===== config.mk =====
export PLATFORM = sky130hd
export DESIGN_NAME = mul_unit_flat
export DESIGN_NICKNAME = d
export VERILOG_FILES = /design/src/rtl/mul_unit_if.sv /design/src/rtl/mul_unit.sv /design/src/flat_wrapper.sv
export SDC_FILE = /design/constraint.sdc
export NUM_CORES = 1
export LEC_CHECK = 0
export BUFFER_PORTS_ARGS = -buffer_cell sky130_fd_sc_hd__clkbuf_2
export CORE_ASPECT_RATIO = 0.5
export CORE_MARGIN = 2
export CORE_UTILIZATION = 40
export CTS_BUF_LIST = sky130_fd_sc_hd__clkbuf_8 sky130_fd_sc_hd__clkbuf_16
export CTS_CLUSTER_DIAMETER = 30
export DETAILED_ROUTE_END_ITERATION = 10
export SYNTH_ARGS = -nofsm -noshare
export SYNTH_HDL_FRONTEND = slang
export SYNTH_SLANG_ARGS = --single-unit

===== constraint.sdc =====
create_clock -name clk -period 6 [get_ports clk]
set_input_delay 0.9 -clock clk [delete_from_list [all_inputs] [get_ports clk]]
set_output_delay 0.9 -clock clk [all_outputs]
set_load 0.02 [all_outputs]

===== src/rtl/mul_unit_if.sv =====
// Multiply-unit request/response bundle between the E stage (master) and mul_unit (slave).
// busy is the stall request back to the hazard unit; done/result carry the finished product.
interface mul_unit_if #(
    parameter int DATA_WIDTH = 32
);
    logic                  start;
    logic [2:0]            op;
    logic [DATA_WIDTH-1:0] srcA;
    logic [DATA_WIDTH-1:0] srcB;
    logic                  flush;
    logic                  busy;
    logic                  done;
    logic [DATA_WIDTH-1:0] result;

    modport master (
        output start, op, srcA, srcB, flush,
        input  busy, done, result
    );

    modport slave (
        input  start, op, srcA, srcB, flush,
        output busy, done, result
    );
endinterface


===== src/rtl/mul_unit.sv =====
// Iterative sign-magnitude shift-add multiplier for MUL/MULH/MULHSU/MULHU.
// One partial-product step per BUSY cycle; the sign is applied once on entry to DONE.
module mul_unit #(
    parameter int DATA_WIDTH = 32
) (
    input logic        clk,
    input logic        rst,
    mul_unit_if.slave  bus
);
    localparam int CNT_W  = (DATA_WIDTH > 1) ? $clog2(DATA_WIDTH) : 1;
    localparam int PROD_W = 2 * DATA_WIDTH;
    localparam logic [PROD_W-1:0] PROD_ONE = {{(PROD_W-1){1'b0}}, 1'b1};

    typedef enum logic [1:0] {IDLE, BUSY, DONE} state_t;

    state_t                state;
    state_t                nextState;
    logic                  busyC;
    logic [CNT_W-1:0]      count;
    logic [PROD_W-1:0]     acc;
    logic [PROD_W-1:0]     mcand;
    logic [PROD_W-1:0]     accNext;
    logic [PROD_W-1:0]     product;
    logic [DATA_WIDTH-1:0] mplier;
    logic [DATA_WIDTH-1:0] resultR;
    logic [DATA_WIDTH-1:0] resultNext;
    logic                  negRes;
    logic                  hiSel;
    logic                  lastStep;
    logic                  aSigned;
    logic                  bSigned;
    logic                  opHi;

    // Magnitude as an unsigned value: the most negative input maps to 2^(W-1) without overflow.
    function automatic logic [DATA_WIDTH-1:0] magnitude(input logic signed [DATA_WIDTH-1:0] v,
                                                        input logic isSigned);
        logic signed [DATA_WIDTH-1:0] negV;
        negV = -v;
        return (isSigned && v[DATA_WIDTH-1]) ? negV : v;
    endfunction

    function automatic logic [PROD_W-1:0] applySign(input logic [PROD_W-1:0] p, input logic neg);
        return neg ? (~p + PROD_ONE) : p;
    endfunction

    // Ops 1xx belong to the divider and fall through to MUL signedness and low-half select.
    assign opHi     = (bus.op == 3'b001) || (bus.op == 3'b010) || (bus.op == 3'b011);
    assign aSigned  = (bus.op != 3'b011);
    assign bSigned  = !((bus.op == 3'b010) || (bus.op == 3'b011));
    assign lastStep = (count == CNT_W'(DATA_WIDTH - 1));

    assign accNext    = acc + (mplier[0] ? mcand : '0);
    assign product    = applySign(accNext, negRes);
    assign resultNext = hiSel ? product[PROD_W-1:DATA_WIDTH] : product[DATA_WIDTH-1:0];

    assign bus.busy   = busyC;
    assign bus.done   = (state == DONE);
    assign bus.result = resultR;

    always_ff @(posedge clk) begin
        if (rst) begin
            state <= IDLE;
        end else begin
            state <= nextState;
        end
    end

    // busy drops in DONE so the E stage advances on the same edge that retires the product.
    always_comb begin
        nextState = state;
        busyC     = 1'b0;
        case (state)
            IDLE: begin
                busyC = bus.start;
                if (bus.start && !bus.flush) begin
                    nextState = BUSY;
                end
            end
            BUSY: begin
                busyC = 1'b1;
                if (bus.flush) begin
                    nextState = IDLE;
                end else if (lastStep) begin
                    nextState = DONE;
                end
            end
            DONE: begin
                nextState = IDLE;
            end
            default: begin
                nextState = IDLE;
            end
        endcase
    end

    always_ff @(posedge clk) begin
        if (rst) begin
            count   <= '0;
            acc     <= '0;
            resultR <= '0;
        end else begin
            case (state)
                IDLE: begin
                    if (bus.start && !bus.flush) begin
                        mcand  <= {{DATA_WIDTH{1'b0}}, magnitude(bus.srcA, aSigned)};
                        mplier <= magnitude(bus.srcB, bSigned);
                        acc    <= '0;
                        count  <= '0;
                        negRes <= (aSigned & bus.srcA[DATA_WIDTH-1]) ^ (bSigned & bus.srcB[DATA_WIDTH-1]);
                        hiSel  <= opHi;
                    end
                end
                BUSY: begin
                    if (!bus.flush) begin
                        count  <= count + CNT_W'(1);
                        mcand  <= mcand << 1;
                        mplier <= mplier >> 1;
                        if (lastStep) begin
                            acc     <= product;
                            resultR <= resultNext;
                        end else begin
                            acc <= accNext;
                        end
                    end
                end
                default: begin
                end
            endcase
        end
    end
endmodule


===== src/flat_wrapper.sv =====
// flat-port wrapper written by rule: the top's interface ports become plain ports
module mul_unit_flat 
#(
    parameter int DATA_WIDTH = 32
)
  (clk, rst, bus_start, bus_op, bus_srcA, bus_srcB, bus_flush, bus_busy, bus_done, bus_result);
  mul_unit_if #(.DATA_WIDTH(DATA_WIDTH)) bus_i ();
  input logic clk;
  input logic rst;
  input wire logic [$bits(bus_i.start)-1:0] bus_start;
  input wire logic [$bits(bus_i.op)-1:0] bus_op;
  input wire logic [$bits(bus_i.srcA)-1:0] bus_srcA;
  input wire logic [$bits(bus_i.srcB)-1:0] bus_srcB;
  input wire logic [$bits(bus_i.flush)-1:0] bus_flush;
  output wire logic [$bits(bus_i.busy)-1:0] bus_busy;
  output wire logic [$bits(bus_i.done)-1:0] bus_done;
  output wire logic [$bits(bus_i.result)-1:0] bus_result;
  assign bus_i.start = bus_start;
  assign bus_i.op = bus_op;
  assign bus_i.srcA = bus_srcA;
  assign bus_i.srcB = bus_srcB;
  assign bus_i.flush = bus_flush;
  assign bus_busy = bus_i.busy;
  assign bus_done = bus_i.done;
  assign bus_result = bus_i.result;
  mul_unit #(.DATA_WIDTH(DATA_WIDTH)) u_core (.clk(clk), .rst(rst), .bus(bus_i));
endmodule

==> flow_summary.ini, run 1 <==
[route]
met3WireLength_um = 4740
vias = 16900
drc = 0
detail_route.wirelength.met1_um = 28500
top_layer_used = met5
detailroute.wirelength.met2_um = 25700
routed_wirelength_um = 60400
drt.antenna.violating_nets = 0
dr.pass1.iters = 6
iter_0_drt_violations = 1638
wl_per_cell_um = 21.3
route.detailed.vias_per_inst = 5.95

[flow_run]
maxCapViolCount = 0

[sta]
max_slew.worst_pin.slew_ns = 1.10
report.final.slew_viol_count = 0
fin_crit_sh_pct = 95.3
setup-tns-final_ns = 0
rsz0062_at_grt = false
layout_min_cycle_time_ns = 5.72
skew_ns = 0.0516
fmax_mhz = 175
timing.final.setup_violations = 0
slew_headroom_pct = 26.8
final_count_of_hold_timing_violations = 0

[setup_path]
gate_family_responsible_for_the_most_delay_along_the_worst_path = simple AND/OR/NAND/NOR gates
timing.reg2reg.worst_path_depth = 15
start_kind = flop
critPathArrivalTime_ns = 6.15
worst_path_cell_trace = and2_1 -> ha_1 -> nand2_1 -> o21ai_0 -> a211oi_1 -> buf_4 -> a21oi_1 -> nor2_1 -> xnor2_1 -> or4_4 -> or2_1 -> or4_4 -> or4_1 -> a21oi_1 -> o21ai_1
worstReg2RegStart = u_core.mplier[0]
r2r_slack_ns = 0.28
crit_path_max_incr_delay_ns = 0.70
crit_start = u_core.mplier[0]
crit_fanout = 12
cp_data_required_time_ns = 6.43
critPathKind = reg -> reg
slowest_stage = sky130_fd_sc_hd__o21ai_0
r2r-end = u_core.bus.result[26]
crit_end_element = flop
critical_path_buf_inv_count = 1

[clock_tree]
ctsRootBufferMaster = sky130_fd_sc_hd__clkbuf_16
holdBufCountCts = 0
htree_depth = 2
cts.clk_slew.worst_paths_ns = 0.06
cts_num_sinks = 201
worst_skew_pair.late_latency_ns = 0.56
tritoncts = done
cts_inserted_buffers = 41
max-clock-path-buffers = 3

[synthesis]
synth-seq-cells = 201
synth_sequential_area_ratio_pct = 29.6
synth_warnings = 0
synth_top_cell_by_area = sky130_fd_sc_hd__edfxtp_1
synth-edff-count = 98
synthDistinctLibCells = 103
synth_flop_cell = sky130_fd_sc_hd__dfxtp_1
yosysTopAreaCellShare_pct = 17.4
synth.area.top_cells = sky130_fd_sc_hd__edfxtp_1 (17%), sky130_fd_sc_hd__dfxtp_1 (12%), sky130_fd_sc_hd__o21ai_0 (6.1%)
syn-instance-count = 2156
synth_async_sr_flop_share_pct = 0
syn_avg_cell_area_um2 = 7.86
synthesized_cell_area_um2 = 16900
syn-num-nets = 2296

[placement]
place_congestion = 0.997
hpwl_reported_at_the_end_of_detailed_placement_um = 46800
dpl_cell_area_um2 = 18000
place.port_buffers = 104

[die]
pin_count = 105
die_width_um = 295
initial_utilization_pct = 40.5
std_cell_rows = 53
design.die.area_um2 = 44100
fp.dieH_um = 150
core-area_um2 = 41800

[final_layout]
commonest_cells_after_routing_fill_and_taps_aside = sky130_fd_sc_hd__nand2_1 (268), sky130_fd_sc_hd__nor2_1 (207), sky130_fd_sc_hd__o21ai_0 (206)
finalInstanceArea_um2 = 19500
final_net_count = 2365
insertedDiodeCount = 0
area_delta_synth_final_pct = 15.2
final_common_cell = sky130_fd_sc_hd__nand2_1
number_of_inserted_filler_cells_in_the_final_layout = 4175
drive_above_1_share_pct = 12.5

[global_routing]
grt_pass1_wl_um = 92400
grt_antenna_before_repair = 2
grt_pass1_vias = 15600
globalRouteTotalUtil_pct = 27.0
overflow_after_grt = 0
grt_start_max_net_pins = 94

[min_path]
hold_start = u_core.acc[58]
hp-class = reg -> reg
worstHoldPathCells = 2
holdPathEnd = u_core.acc[58]

[pwr]
leakage_nw = 7.36
cellPowerDensity_nw_per_um2 = 229
max-vdd-ir-drop_v = 0.000158

[status]
run_status = finished clean
-- synthesized netlist by cell type (25+ instances only) --
cell                       count
sky130_fd_sc_hd__nand2_1     268
sky130_fd_sc_hd__nor2_1      210
sky130_fd_sc_hd__o21ai_0     206
sky130_fd_sc_hd__a21oi_1     138
sky130_fd_sc_hd__xnor2_1     116
sky130_fd_sc_hd__and2_1      111
sky130_fd_sc_hd__dfxtp_1     103
sky130_fd_sc_hd__edfxtp_1     98
sky130_fd_sc_hd__clkbuf_1     95
sky130_fd_sc_hd__xor2_1       73
sky130_fd_sc_hd__ha_1         68
sky130_fd_sc_hd__a22oi_1      63
sky130_fd_sc_hd__nor3_1       44
sky130_fd_sc_hd__nand4_1      42
sky130_fd_sc_hd__nand3_1      33
sky130_fd_sc_hd__inv_1        31
sky130_fd_sc_hd__nor4_1       28
sky130_fd_sc_hd__o31ai_1      25
-- state kept, by name, indices dropped and copies added, names as in the netlist --
signal,cells
u_core.acc,64
u_core.bus.result,32
u_core.state,2
u_core.hiSel,1
u_core.mplier,32
u_core.negRes,1
u_core.mcand,64
u_core.count,5
-- how the worst max path moves through the flow --
stage / to / slack [ns] / depth (start not counted)
floorplan: u_core.acc[62] / 0.95 / 20
global placement: u_core.bus.result[26] / 0.20 / 15
detailed placement: u_core.bus.result[26] / 0.08 / 15
CTS: u_core.bus.result[26] / 0.09 / 15
global route: u_core.bus.result[31] / 0.02 / 15
finish: u_core.bus.result[26] / 0.28 / 15
-- tightest hold or removal path: stages, from the launching register on --
cell	delay [ns]
sky130_fd_sc_hd__dfxtp_1	0.31
sky130_fd_sc_hd__nand2_1	0.05
sky130_fd_sc_hd__o21ai_1	0.05
-- kinds of logic after synthesis --
group,count (synthesis),synth area share (%)
compound gates,662,25.6
xor+xnor,189,9.77
fa+ha+maj,69,5.14
buf+inv,157,3.86
flops,201,29.6
mux,13,0.790
simple gates,865,25.3
-- what timing repair did --
item,4_1_cts,5_1_grt
setup endpoints to repair,0,31
buffers inserted,0,2
resized for setup,0,4
-- layout make-up --
| type | instances | area, um^2 | share of cell area [%] |
|---|---|---|---|
| tap | 577 | 722 | 3.70 |
| clock buffer | 50 | 1180 | 6.07 |
| clock inverter | 25 | 268 | 1.37 |
| multi-input combinational | 1798 | 11300 | 58.0 |
| timing repair buffer | 152 | 897 | 4.60 |
| inverter | 31 | 116 | 0.596 |
| sequential | 201 | 5000 | 25.7 |
-- per-stage QoR --
stage	hold WS (ns)	setup WS, ns	instances	utilization (%)	power (mW)
finish	0.453	0.284	2834	46.6	4.47
global route	0.477	0.0218	2834	46.6	4.61
CTS	0.457	0.0932	2832	46.5	4.48
detailed placement	0.446	0.0801	2757	43.1	2.09
global placement	0.443	0.200	2757	43.1	2.08
floorplan	0.430	0.954	2156	-	1.90
-- power by group --
| group | switching (mW) | total (mW) | leakage [nW] | internal [mW] |
|---|---|---|---|---|
| clock network | 0.814 | 2.39 | 0.722 | 1.58 |
| logic | 0.369 | 0.564 | 4.90 | 0.195 |
| registers | 0.0181 | 1.51 | 1.74 | 1.49 |
-- per-layer routing --
| metal | track usage [%] | up-vias |
|---|---|---|
| met3 | 5.03 | 108 |
| met1 | 38.8 | 8004 |
| li1 | - | 8082 |
| met4 | 7.24 | 4 |
| met5 | 0 | - |
| met2 | 41.3 | 657 |
(Power assumes the default switching activity.)
==> run 2: changes to the inputs <==
- CORE_ASPECT_RATIO: 0.5 -> 2
==> flow_summary.ini, run 2 (synthesis results as in run 1) <==
[status]
run_status = finished clean

[sta]
fmax_mhz = 171
max_slew.worst_pin.slew_ns = 1.36
skew_ns = 0.0210
layout_min_cycle_time_ns = 5.83
worst_hold_slack_ns = 0.466
fin_crit_sh_pct = 97.2
timing.final.setup_violations = 0
slew_headroom_pct = 9.11
setup-tns-final_ns = 0
final_count_of_hold_timing_violations = 0
postLayoutSetupSlackWorst_ns = 0.168
report.final.slew_viol_count = 0

[final_layout]
insertedDiodeCount = 0
drive_above_1_share_pct = 14.5
reg_top3 = u_core.acc x64, u_core.mcand x64
sequential_cell_area_um2 = 5000
area_delta_synth_final_pct = 17.0
multiInputGateArea_um2 = 11300
number_of_inserted_filler_cells_in_the_final_layout = 4206
final_net_count = 2418
commonest_cells_after_routing_fill_and_taps_aside = sky130_fd_sc_hd__nand2_1 (268), sky130_fd_sc_hd__nor2_1 (206), sky130_fd_sc_hd__o21ai_0 (206)
final_common_cell = sky130_fd_sc_hd__nand2_1

[die]
die_width_um = 150
std_cell_rows = 106
pin_count = 105
design.die.area_um2 = 44100
initial_utilization_pct = 40.5
core-area_um2 = 41800
fp.dieH_um = 295

[clock_tree]
max-clock-path-buffers = 3
tritoncts = done
cts.clk_slew.worst_paths_ns = 0.05
cts_num_sinks = 201
worst_skew_pair.late_latency_ns = 0.55
cts_inserted_buffers = 38
ctsRootBufferMaster = sky130_fd_sc_hd__clkbuf_16
htree_depth = 2
cts.repair_timing.setup_buffer_count = 0

[placement]
pre_cts_setup_slack_ns = 0.242
place_congestion = 1.02
hpwl_reported_at_the_end_of_detailed_placement_um = 57600
place.port_buffers = 104

[setup_path]
critPathArrivalTime_ns = 6.22
cp_data_required_time_ns = 6.39
crit_fanout = 36
slowest_stage = sky130_fd_sc_hd__or4b_4
start_kind = flop
timing.reg2reg.worst_path_depth = 16
crit_path_max_incr_delay_ns = 0.57
r2r_slack_ns = 0.17
worst_path_most_repeated_cell = sky130_fd_sc_hd__nor4_1
r2r-end = u_core.acc[63]
worstReg2RegStart = u_core.mplier[0]
crit_end_element = flop
worst_path_cell_trace = buf_12 -> buf_4 -> and2_1 -> ha_1 -> nand4_1 -> nor4_1 -> o21ai_0 -> a21oi_1 -> nor2_1 -> xnor2_1 -> or4_4 -> nor4_1 -> or4b_4 -> o41ai_1 -> xor2_1 -> o21ai_1
critPathKind = reg -> reg

[flow_run]
maxCapViolCount = 0

[global_routing]
grt_pass1_wl_um = 105000
grt_antenna_before_repair = 1
globalRouteTotalUtil_pct = 32.2
overflow_after_grt = 0
grt_pass1_vias = 17300
grt_start_max_net_pins = 105

[pwr]
power_mw = 4.45
cellPowerDensity_nw_per_um2 = 224
max-vdd-ir-drop_v = 0.000202
leakage_nw = 7.60

[route]
drt.antenna.violating_nets = 0
drc = 0
vias = 17300
routed_wirelength_um = 71900
dr.pass1.iters = 5
iter_0_drt_violations = 884
wl_per_cell_um = 25.2
route.detailed.vias_per_inst = 6.07

[min_path]
worstHoldPathCells = 2
holdPathEnd = u_core.acc[63]
hp-class = reg -> reg
hold_start = u_core.acc[63]
[run 2: worst max-delay path: cells and delay by family, from the launching register on]
| kind | cells | cell delay, ns |
|---|---|---|
| AOI/OAI and AO/OA | 4 | 1.44 |
| xor gates and xnor gates | 2 | 0.40 |
| adders and majority gates | 1 | 0.50 |
| buffers and inverters | 2 | 0.43 |
| DFF | 1 | 0.42 |
| and+or+nand+nor | 7 | 2.47 |
[run 2: through the flow]
stage / instances / util, % / area [um^2]
global route: 2847 / 47.4 / 19800
floorplan: 2156 / - / 16900
global placement: 2778 / 44.1 / 18400
finish: 2847 / 47.4 / 19800
CTS: 2847 / 47.4 / 19800
detailed placement: 2778 / 44.1 / 18400
[run 2: cell type report]
type,instances,area share (%)
clock inverters,27,1.76
multi-input cells,1798,57.1
flip-flops and latches,201,25.2
clock buffers,42,5.19
inverters,31,0.587
repair buffers,208,6.69
well taps,540,3.41
[run 2: repair_timing]
item	CTS	global route
resized for setup	0	3
hold buffers	0	0
setup endpoints to repair	0	8
[run 2: routing by layer]
layer	up-vias	GRT usage, %	part of all wire (%)
met1	8096	28.8	32
met3	335	3.97	4.0
met2	668	59.0	51
met4	2	33.6	13
met5	-	0	0.018
li1	8179	-	-
[run 2: worst max path at each step]
stage                                start  slack, ns  cells past startpoint              to
final                     u_core.mplier[0]       0.17                     16  u_core.acc[63]
after global routing      u_core.mplier[0]     -0.004                     20  u_core.acc[57]
after CTS                 u_core.mplier[0]       0.20                     17  u_core.acc[62]
after detailed placement  u_core.mplier[0]       0.24                     17  u_core.acc[62]
after global placement    u_core.mplier[0]       0.24                     17  u_core.acc[62]
after floorplan           u_core.mplier[0]       0.95                     20  u_core.acc[62]
[run 2: where the power goes]
| group | internal (mW) | switching, mW | total [mW] |
|---|---|---|---|
| Clock | 1.54 | 0.804 | 2.35 |
| Sequential | 1.49 | 0.0193 | 1.51 |
| Combinational | 0.209 | 0.383 | 0.592 |
| Total | 3.24 | 1.21 | 4.45 |
